File: config.mk
export PLATFORM = sky130hd
export DESIGN_NAME = dmem_arbiter
export DESIGN_NICKNAME = d
export VERILOG_FILES = /design/src/rtl/dmem_arbiter_pkg.sv /design/src/rtl/dmem_starve_timer.sv /design/src/rtl/dmem_arbiter.sv
export SDC_FILE = /design/constraint.sdc
export NUM_CORES = 1
export LEC_CHECK = 0
export ABC_CLOCK_PERIOD_IN_PS = 1500
export BUFFER_PORTS_ARGS = -buffer_cell sky130_fd_sc_hd__buf_4
export CORE_AREA = 2 2 117 119
export DETAILED_ROUTE_END_ITERATION = 10
export DIE_AREA = 0 0 119 121
export MAX_ROUTING_LAYER = met4
export PLACE_DENSITY = 0.61
export SLEW_MARGIN = 10
export SYNTH_ARGS = -nofsm -noshare
export SYNTH_HDL_FRONTEND = slang
export SYNTH_SLANG_ARGS = --single-unit
export TNS_END_PERCENT = 1
File: constraint.sdc
create_clock -name clk -period 1.5 [get_ports clk]
set_input_delay 0.15 -clock clk [delete_from_list [all_inputs] [get_ports clk]]
set_output_delay 0.15 -clock clk [all_outputs]
set_load 0.01 [all_outputs]
File: src/rtl/dmem_arbiter_pkg.sv
// Shared definitions for the data-memory arbiter: FSM encodings and the bus
// widths common to the core, dmem and DMA master.
package dmem_arbiter_pkg;

    localparam int ADDR_W_DEF = 32;
    localparam int DATA_W_DEF = 32;

    typedef enum logic {
        S_NORM  = 1'b0,
        S_FORCE = 1'b1
    } arb_state_t;

    // Width needed to hold the saturating DMA wait count 0..limit.
    function automatic int wait_cnt_w(input int limit);
        return $clog2(limit + 1);
    endfunction

endpackage

File: src/rtl/dmem_starve_timer.sv
// Counts cycles a pending DMA request is refused and flags when the next
// count reaches the starvation limit, so the arbiter can steal one core cycle.
module dmem_starve_timer
    import dmem_arbiter_pkg::*;
#(
    parameter int STARVE_LIMIT = 8,
    parameter int CW           = wait_cnt_w(STARVE_LIMIT)
) (
    input  logic          clk,
    input  logic          reset,
    input  logic          i_dma_req,
    input  logic          i_dma_ack,
    input  logic          i_dma_grant,
    input  logic          i_clr,
    output logic          o_force_next,
    output logic [CW-1:0] o_wait_cnt
);

    localparam logic [CW-1:0] LIMIT = CW'(STARVE_LIMIT);

    logic [CW-1:0] r_cnt;
    logic [CW-1:0] w_cnt_next;

    always_comb begin
        w_cnt_next = r_cnt;
        if (!i_dma_req || i_dma_grant || i_clr) begin
            w_cnt_next = '0;
        end else if (!i_dma_ack) begin
            w_cnt_next = (r_cnt == LIMIT) ? LIMIT : r_cnt + 1'b1;
        end
    end

    // The forced cycle itself must never request another forced cycle.
    assign o_force_next = (w_cnt_next == LIMIT) && !i_clr;
    assign o_wait_cnt   = r_cnt;

    always_ff @(posedge clk) begin
        if (!reset) begin
            r_cnt <= '0;
        end else begin
            r_cnt <= w_cnt_next;
        end
    end

endmodule

File: src/rtl/dmem_arbiter.sv
// Single-port dmem arbiter: the core has same-cycle priority, DMA uses idle
// cycles, and a starvation timer forces one stalled core cycle for DMA.
module dmem_arbiter
    import dmem_arbiter_pkg::*;
#(
    parameter int ADDR_W       = ADDR_W_DEF,
    parameter int DATA_W       = DATA_W_DEF,
    parameter int STARVE_LIMIT = 8,
    parameter int CW           = wait_cnt_w(STARVE_LIMIT)
) (
    input  logic              clk,
    input  logic              reset,
    input  logic              cpu_req,
    input  logic              cpu_we,
    input  logic [ADDR_W-1:0] cpu_addr,
    input  logic [DATA_W-1:0] cpu_wd,
    output logic [DATA_W-1:0] cpu_rd,
    output logic              cpu_stall,
    input  logic              dma_req,
    input  logic              dma_we,
    input  logic [ADDR_W-1:0] dma_addr,
    input  logic [DATA_W-1:0] dma_wd,
    output logic              dma_ack,
    output logic [DATA_W-1:0] dma_rd,
    output logic              mem_we,
    output logic [ADDR_W-1:0] mem_addr,
    output logic [DATA_W-1:0] mem_wd,
    input  logic [DATA_W-1:0] mem_rd,
    output arb_state_t        o_dbg_state,
    output logic [CW-1:0]     o_dbg_wait_cnt
);

    arb_state_t        r_state;
    arb_state_t        w_state_next;
    logic              r_ack;
    logic [DATA_W-1:0] r_rd;
    logic              w_grant;
    logic              w_force_next;
    logic              w_in_force;

    dmem_starve_timer #(
        .STARVE_LIMIT (STARVE_LIMIT),
        .CW           (CW)
    ) u_timer (
        .clk          (clk),
        .reset        (reset),
        .i_dma_req    (dma_req),
        .i_dma_ack    (r_ack),
        .i_dma_grant  (w_grant),
        .i_clr        (w_in_force),
        .o_force_next (w_force_next),
        .o_wait_cnt   (o_dbg_wait_cnt)
    );

    always_ff @(posedge clk) begin
        if (!reset) begin
            r_state <= S_NORM;
        end else begin
            r_state <= w_state_next;
        end
    end

    always_comb begin
        w_state_next = r_state;
        case (r_state)
            S_NORM:  w_state_next = w_force_next ? S_FORCE : S_NORM;
            S_FORCE: w_state_next = S_NORM;
            default: w_state_next = S_NORM;
        endcase
    end

    // One-bubble turnaround: nothing is granted while the previous ack is out.
    always_comb begin
        w_in_force = (r_state == S_FORCE);
        cpu_stall  = w_in_force;
        w_grant    = dma_req && !r_ack && (w_in_force || !cpu_req);
    end

    always_comb begin
        if (w_grant) begin
            mem_we   = dma_we;
            mem_addr = dma_addr;
            mem_wd   = dma_wd;
        end else begin
            mem_we   = cpu_req && cpu_we;
            mem_addr = cpu_addr;
            mem_wd   = cpu_wd;
        end
        if (!reset) begin
            mem_we = 1'b0;
        end
    end

    always_ff @(posedge clk) begin
        if (!reset) begin
            r_ack <= 1'b0;
            r_rd  <= '0;
        end else begin
            r_ack <= w_grant;
            if (w_grant) begin
                r_rd <= mem_rd;
            end
        end
    end

    assign cpu_rd      = mem_rd;
    assign dma_ack     = r_ack;
    assign dma_rd      = r_rd;
    assign o_dbg_state = r_state;

endmodule

==> results of run 1 <==
==> placed cells by master, fill, tap and decap left out, drive strengths merged <==
cell,n
and2,1
nand2b,3
buf,325
ha,2
nand2,260
nor2,4
o21ai,2
clkbuf,6
xor2,1
and4b,1
a21oi,2
clkinv,1
nand4b,1
dfxtp,38
nand3b,1
o2111ai,1
and3b,1
inv,3
clkinvlp,1
a21boi,34
nand3,2
nor3b,1
nor3,1
==> sequential cells by signal, summed over array words and instances (netlist names) <==
register / cells
dma_rd: 32
u_timer.o_wait_cnt: 4
cpu_stall: 1
dma_ack: 1
==> worst min-delay path, stage by stage <==
cell and delay, ps:
buf_4 110, nand2_1 50, a21boi_1 50
==> where the power goes <==
group	internal (uW)	total [uW]	switching, uW
clock network	658	1070	414
registers	1050	1070	20.2
logic	759	1320	560
total	2470	3460	994
==> per-layer routing <==
metal  routed length, um  vias up
met1                4920     1525
met2                5760      158
li1                    -     1799
met4                  46        0
met5                   0        -
met3                 879        4
==> how the worst max path moves through the flow <==
stage | start | endpoint | slack (ps) | cells after the start
2_1_floorplan | dma_ack | mem_we | 40 | 5
3_3_place_gp | cpu_stall | mem_addr[29] | 110 | 7
3_5_place_dp | cpu_stall | dma_rd[23] | 90 | 6
4_1_cts | cpu_stall | mem_addr[8] | -170 | 7
5_1_grt | cpu_stall | mem_wd[20] | -260 | 7
6_report | cpu_stall | mem_addr[17] | -150 | 6
==> final cells by class <==
cell class                 instances  area (um^2)  area share
multi-input combinational        318         1460       0.279
inverter                           3         11.3     0.00216
timing repair buffer             325         2620       0.502
sequential                        38          762       0.146
clock inverter                     2         12.5     0.00239
tap                              176          220      0.0421
clock buffer                       6          139      0.0266
==> cell families (layout without fill, tap and decap cells) <==
group / after synthesis / after routing / synth area share
AND/OR/NAND/NOR: 276 / 276 / 0.417
buffers and inverters: 61 / 336 / 0.165
AO/OA/AOI/OAI: 39 / 39 / 0.110
flip-flops: 38 / 38 / 0.295
adder cells (fa/ha/maj): 2 / 2 / 0.00971
XOR/XNOR: 1 / 1 / 0.00340
==> timing repair <==
item | 4_1_cts | 5_1_grt
gates cloned | 3 | 0
resized for setup | 26 | 27
endpoints found under the setup margin | 65 | 79
buffers inserted | 4 | 0
pin swaps | 5 | 10
==> per-stage QoR <==
step / power (uW) / setup TNS, ps
after floorplan: 1590 / 0
after global placement: 2320 / 0
after detailed placement: 2330 / 0
after CTS: 3510 / -7950
after global routing: 3660 / -15400
final: 3460 / -7800
==> out/metrics.yaml, run 1 <==
critical_path:
  startpoint_type: "register"
  reg2regPathDepth: 7
  cp_slowest_cell: "dfxtp_2"
  timing.rr.start: "cpu_stall"
  cp_top_family: "simple AND/OR/NAND/NOR gates"
  worstPathRequired_ps: 1350
  cp.arrival_ps: 1500
  rrSetupSlack_ps: 150
  crit_fanout: 25
  crit_path_end_kind: "primary output"
  path_buf_inv: 2
  crit_type: "reg -> out"
  path_cells: "nand2b_4, nand3b_1, buf_6, nand2_2, nand2_1, buf_4"
  slowest_delay_ps: 320
  r2r_end: "dma_rd[7]"
status:
  status: "finished, violations left"
  violations: "negative setup slack"
floorplan:
  io_pins: 302
  core_area_mm2: 0.0131
  dieArea_mm2: 0.0144
  rows: 42
  die_y_um: 121
  die_x_um: 119
  start_util: 0.197
clocking:
  clock-root-buffer: "clkbuf_16"
  cts_hold_buf: 0
  clock_sinks: 38
  cts_tree: "yes"
  clockBufferDepth: 2
  clk_latency_ps: 280
  path_clk_slew_ps: 60
  cts_buffers: 5
  cts.htree.levels: 2
routing:
  viasPerCell: 4.02
  route.detailed.drc: 0
  ant_nets: 0
  routedWlPerCell_um: 13.4
  vias: 3486
  wirelength_um: 11600
  drtPass1Iterations: 4
  drt-initial-drc-count: 131
sta:
  min_period_ps: 1650
  tightest_slew_ps: 275
  relSlewSlack: 0.817
  rsz0062_at_grt: "yes"
  fin_crit_sh: 1.10
  skew_ps: 2.74
  maxSlewViolCount: 0
  setup_viol: 65
  hold-worst-slack_ps: 128
  finalWorstSetupSlack_ps: -147
  finalHoldViolations: 0
  fmax_ghz: 0.607
synthesis:
  async_reset_ff_frac: 0
  synth_top_area_cell: "nand2_1"
  ys_top_cells_by_count: "nand2_1, dfxtp_1, buf_4"
  yosys_most_used_dff: "dfxtp_1"
  yosysTopAreaCellShare: 0.379
  yosysWarnings: 0
  ys_top_cells_by_area: "nand2_1, dfxtp_1, buf_4"
  synthCells: 417
  post-synth-top-count-cell: "nand2_1"
  syn_nets: 585
  synth_seq_cells: 38
  syn_area_mm2: 0.00258
  synth_edf_count: 0
  yosysSeqAreaShare: 0.295
  synth.distinct_cells: 24
  synth.avg_cell_area_um2: 6.18
grt:
  grt_util_all_layers: 0.149
  grt_pass1_vias: 3144
  grt_pass1_wl_um: 16600
  grt_util_met1: 0.179
  antenna_found_initial: 0
  grt_busiest_layer: "met2"
  grt_max_degree: 34
  grt_util_met2: 0.257
  grt.overflow.total: 0
  grt_util_met3: 0.0390
power:
  vdd.ir_drop.worst_mv: 0.397
  p_per_area_mw_per_mm2: 663
  power_leakage_uw: 0.00280
cells_and_area:
  area_growth_pct: 103
  fin_nets: 859
  fin_area_mm2: 0.00523
  nFillCells: 1404
  drive_gt1_frac: 0.516
  fin_util: 0.399
  final-instance-count-excl-fill: 868
  antennaDiodeCount: 0
place:
  dpl_cell_area_mm2: 0.00483
  dpl.cell_count: 854
  gp_congestion: 0.761
  port_buffers: 301
  place_ws_ps: 89.3
  dp_hpwl_um: 8960
hold_path:
  holdPathStages: 3
  min_to: "dma_rd[22]"
  min_from: "mem_rd[22]"
  hp-class: "in -> reg"
run:
  cap_violations: 0
(Power assumes the default switching activity.)
==> run 2: changes to the inputs <==
Settings changed: ABC_AREA from default to 1.
==> run 2 against run 1 <==
Against the previous run: the flow still finishes with violations (negative setup slack); synthesized cell count grew 3.4%; first-iteration DRC count down 27%; final cell count rose by 0.92%; largest cell class unchanged; highest routed layer unchanged.
==> out/metrics.yaml, run 2 <==
power:
  internal_power_uw: 2480  # +0.57%
  seqPwrFrac: 0.315  # +0.005
  switching_share: 0.291  # +0.00416
  power_frac_clock: 0.305  # -0.004
  switching_power_uw: 1020  # +2.6%
  p_comb_frac: 0.379  # -0.002
  power_leakage_uw: 0.00280  # about the same
  p_per_area_mw_per_mm2: 697  # +5.2%
  vdd.ir_drop.worst_mv: 0.406  # +2.1%
synthesis:
  synth.avg_cell_area_um2: 5.79  # -6.3%
  yosysSeqAreaShare: 0.305  # +0.00963
  async_reset_ff_frac: 0  # unchanged
  synth_edf_count: 0  # unchanged
  post-synth-top-count-cell: "nand2_1"
  yosys_most_used_dff: "dfxtp_1"
  ys_top_cells_by_count: "nand2_1, nor2_1, dfxtp_1"
  yosysTopAreaCellShare: 0.308  # -0.0704
  synth_seq_cells: 38  # unchanged
  synth.distinct_cells: 18  # -25%
  ys_top_cells_by_area: "nand2_1, dfxtp_1, nor2_1"
  syn_nets: 599  # +2.4%
  synth_top_area_cell: "nand2_1"
  synthCells: 431  # +3.4%
  yosysWarnings: 0  # unchanged
  syn_area_mm2: 0.00249  # -3.2%
routing:
  wl_met2_um: 5620  # -2.5%
  ant_nets: 0  # unchanged
  drt-met1-wl_um: 4430  # -9.9%
  route.detailed.drc: 0  # unchanged
  drt-initial-drc-count: 95  # -27%
  dr_wl_met3_um: 763  # -13%
  routed.top_layer: "met4"
  viasPerCell: 3.96  # -1.3%
  routedWlPerCell_um: 12.5  # -6.9%
  vias: 3472  # -0.40%
  wirelength_um: 10900  # -6.0%
  drtPass1Iterations: 4  # unchanged
sta:
  skew_ps: 5.37  # +2.63 ps
  finalHoldViolations: 0  # unchanged
  setup_viol: 36  # -45%
  fmax_ghz: 0.649  # +6.8%
  rsz0062_at_grt: "yes"
  fin_crit_sh: 1.03  # -0.0703
  relSlewSlack: 0.833  # +0.0168
  setup_tns_ps: -802  # +7000 ps
  finalWorstSetupSlack_ps: -41.5  # +105 ps
  min_period_ps: 1540  # -105 ps
  maxSlewViolCount: 0  # unchanged
  tightest_slew_ps: 250  # -24.9 ps
floorplan:
  die_x_um: 119  # unchanged
  rows: 42  # unchanged
  start_util: 0.191  # -0.00622
  core_area_mm2: 0.0131  # unchanged
  io_pins: 302  # unchanged
  dieArea_mm2: 0.0144  # unchanged
  die_y_um: 121  # unchanged
cells_and_area:
  fin_nets: 867  # +0.93%
  fin_util: 0.384  # -0.0154
  largest_register_ffs: 32  # unchanged
  area_growth_pct: 101
  layout_common_cells: "buf_4, nand2_1, nor2_1"
  fin_area_mm2: 0.00502  # -3.9%
  mostFrequentLayoutCell: "buf_4"
  drive_gt1_frac: 0.480  # -0.0359
  antennaDiodeCount: 0  # unchanged
hold_path:
  hp-class: "in -> reg"
  min_from: "mem_rd[14]"
critical_path:
  crit_top_cell: "nand2_1"
  crit_start: "cpu_stall"
  cp_slowest_cell: "dfxtp_2"
  startpoint_type: "register"
  path_cells: "inv_2, nand2_4, nand2_8, clkinv_8, buf_16, nand2_1, nand2_1, buf_4"
  crit_fanout: 31  # +24%
  worstPathRequired_ps: 1350  # about the same
  crit_path_end_kind: "primary output"
  cp.arrival_ps: 1390  # -110 ps
  slowest_delay_ps: 320  # about the same
  timing.rr.start: "dma_ack"
  crit_type: "reg -> out"
clocking:
  cts.htree.levels: 2  # unchanged
  clk_latency_ps: 280  # about the same
  cts_buffers: 5  # unchanged
  path_clk_slew_ps: 60  # about the same
  cts_hold_buf: 0  # unchanged
  clock-root-buffer: "clkbuf_16"
  cts_tree: "yes"
  clock_sinks: 38  # unchanged
  clockBufferDepth: 2  # unchanged
status:
  violations: "negative setup slack"
  status: "finished, violations left"
grt:
  grt.overflow.total: 0  # unchanged
  grt_pass1_wl_um: 16200  # -2.2%
  grt_max_degree: 43  # +26%
  grt_util_all_layers: 0.145  # -0.00396
  antenna_found_initial: 0  # unchanged
  grt_pass1_vias: 3234  # +2.9%
place:
  dp_hpwl_um: 8610  # -3.9%
  port_buffers: 301  # unchanged
  dpl_cell_area_mm2: 0.00473  # -2.2%
  place_ws_ps: 105  # +15.3 ps
  gp_congestion: 0.772  # +1.4%
run:
  cap_violations: 0  # unchanged
[run 2: changes by cell type after synthesis, sizes merged, moves of 2 or more]
cell,before,now
a21boi,34,0
o21ai,2,34
clkbuf,6,8
nand3,2,7
inv,3,10
buf,52,48
nor2,4,75
nand2,260,206
nand2b,3,0
[run 2: layout make-up]
| type | count | area (um^2) |
|---|---|---|
| Sequential cell | 38 | 763 |
| Fill cell | 1424 | 8060 |
| Timing Repair Buffer | 317 | 2500 |
| Inverter | 10 | 50.0 |
| Clock inverter | 2 | 12.5 |
| Tap cell | 176 | 220 |
| Clock buffer | 6 | 139 |
| Multi-Input combinational cell | 327 | 1340 |
[run 2: through the flow]
step,hold slack [ps],power [uW],cells
finish,132,3500,876
global route,139,3730,876
CTS,125,3560,876
detailed placement,418,2420,863
global placement,415,2410,863
floorplan,286,1650,431
[run 2: final timing paths]
kind | slack (ps) | endpoint | depth (start not counted)
setup reg to reg | 80 | dma_rd[21] | 7
hold reg to reg | 480 | dma_rd[20] | 2
setup / recovery | -40 | mem_wd[6] | 8
hold / removal | 130 | dma_rd[14] | 3
[run 2: what timing repair did]
item / CTS / global route
cloned: 2 / 0
pin swaps: 4 / 0
buffers inserted: 3 / 0
gates resized for setup: 13 / 8
hold endpoints to repair: 0 / 0
endpoints found under the setup margin: 65 / 67
[run 2: power groups by stage]
| stage | sequential (uW) | clock, uW | combinational (uW) |
|---|---|---|---|
| 4_1_cts | 1110 | 1110 | 1340 |
| 5_1_grt | 1110 | 1170 | 1450 |
| 6_report | 1100 | 1070 | 1330 |
| 3_5_place_dp | 1130 | 0 | 1290 |
| 2_1_floorplan | 1150 | 0 | 500 |
| 3_3_place_gp | 1130 | 0 | 1290 |
[run 2: kinds of logic after synthesis]
group / share of synthesized area
AND/OR/NAND/NOR: 0.447
flip-flops: 0.305
AO/OA/AOI/OAI: 0.0702
adder cells (fa/ha/maj): 0.0100
buffers and inverters: 0.168
[run 2: worst max-delay path, delay by kind of cell (launching register included)]
family,cells,cell delay [ps]
flip-flops,1,320
AND/OR/NAND/NOR,4,300
buffers and inverters,4,480
[run 2: routing by layer]
| metal | track usage | vias up |
|---|---|---|
| met5 | - | - |
| met3 | 0.0263 | 6 |
| met4 | 0.0320 | 0 |
| met1 | 0.161 | 1485 |
| met2 | 0.269 | 161 |
| li1 | - | 1820 |
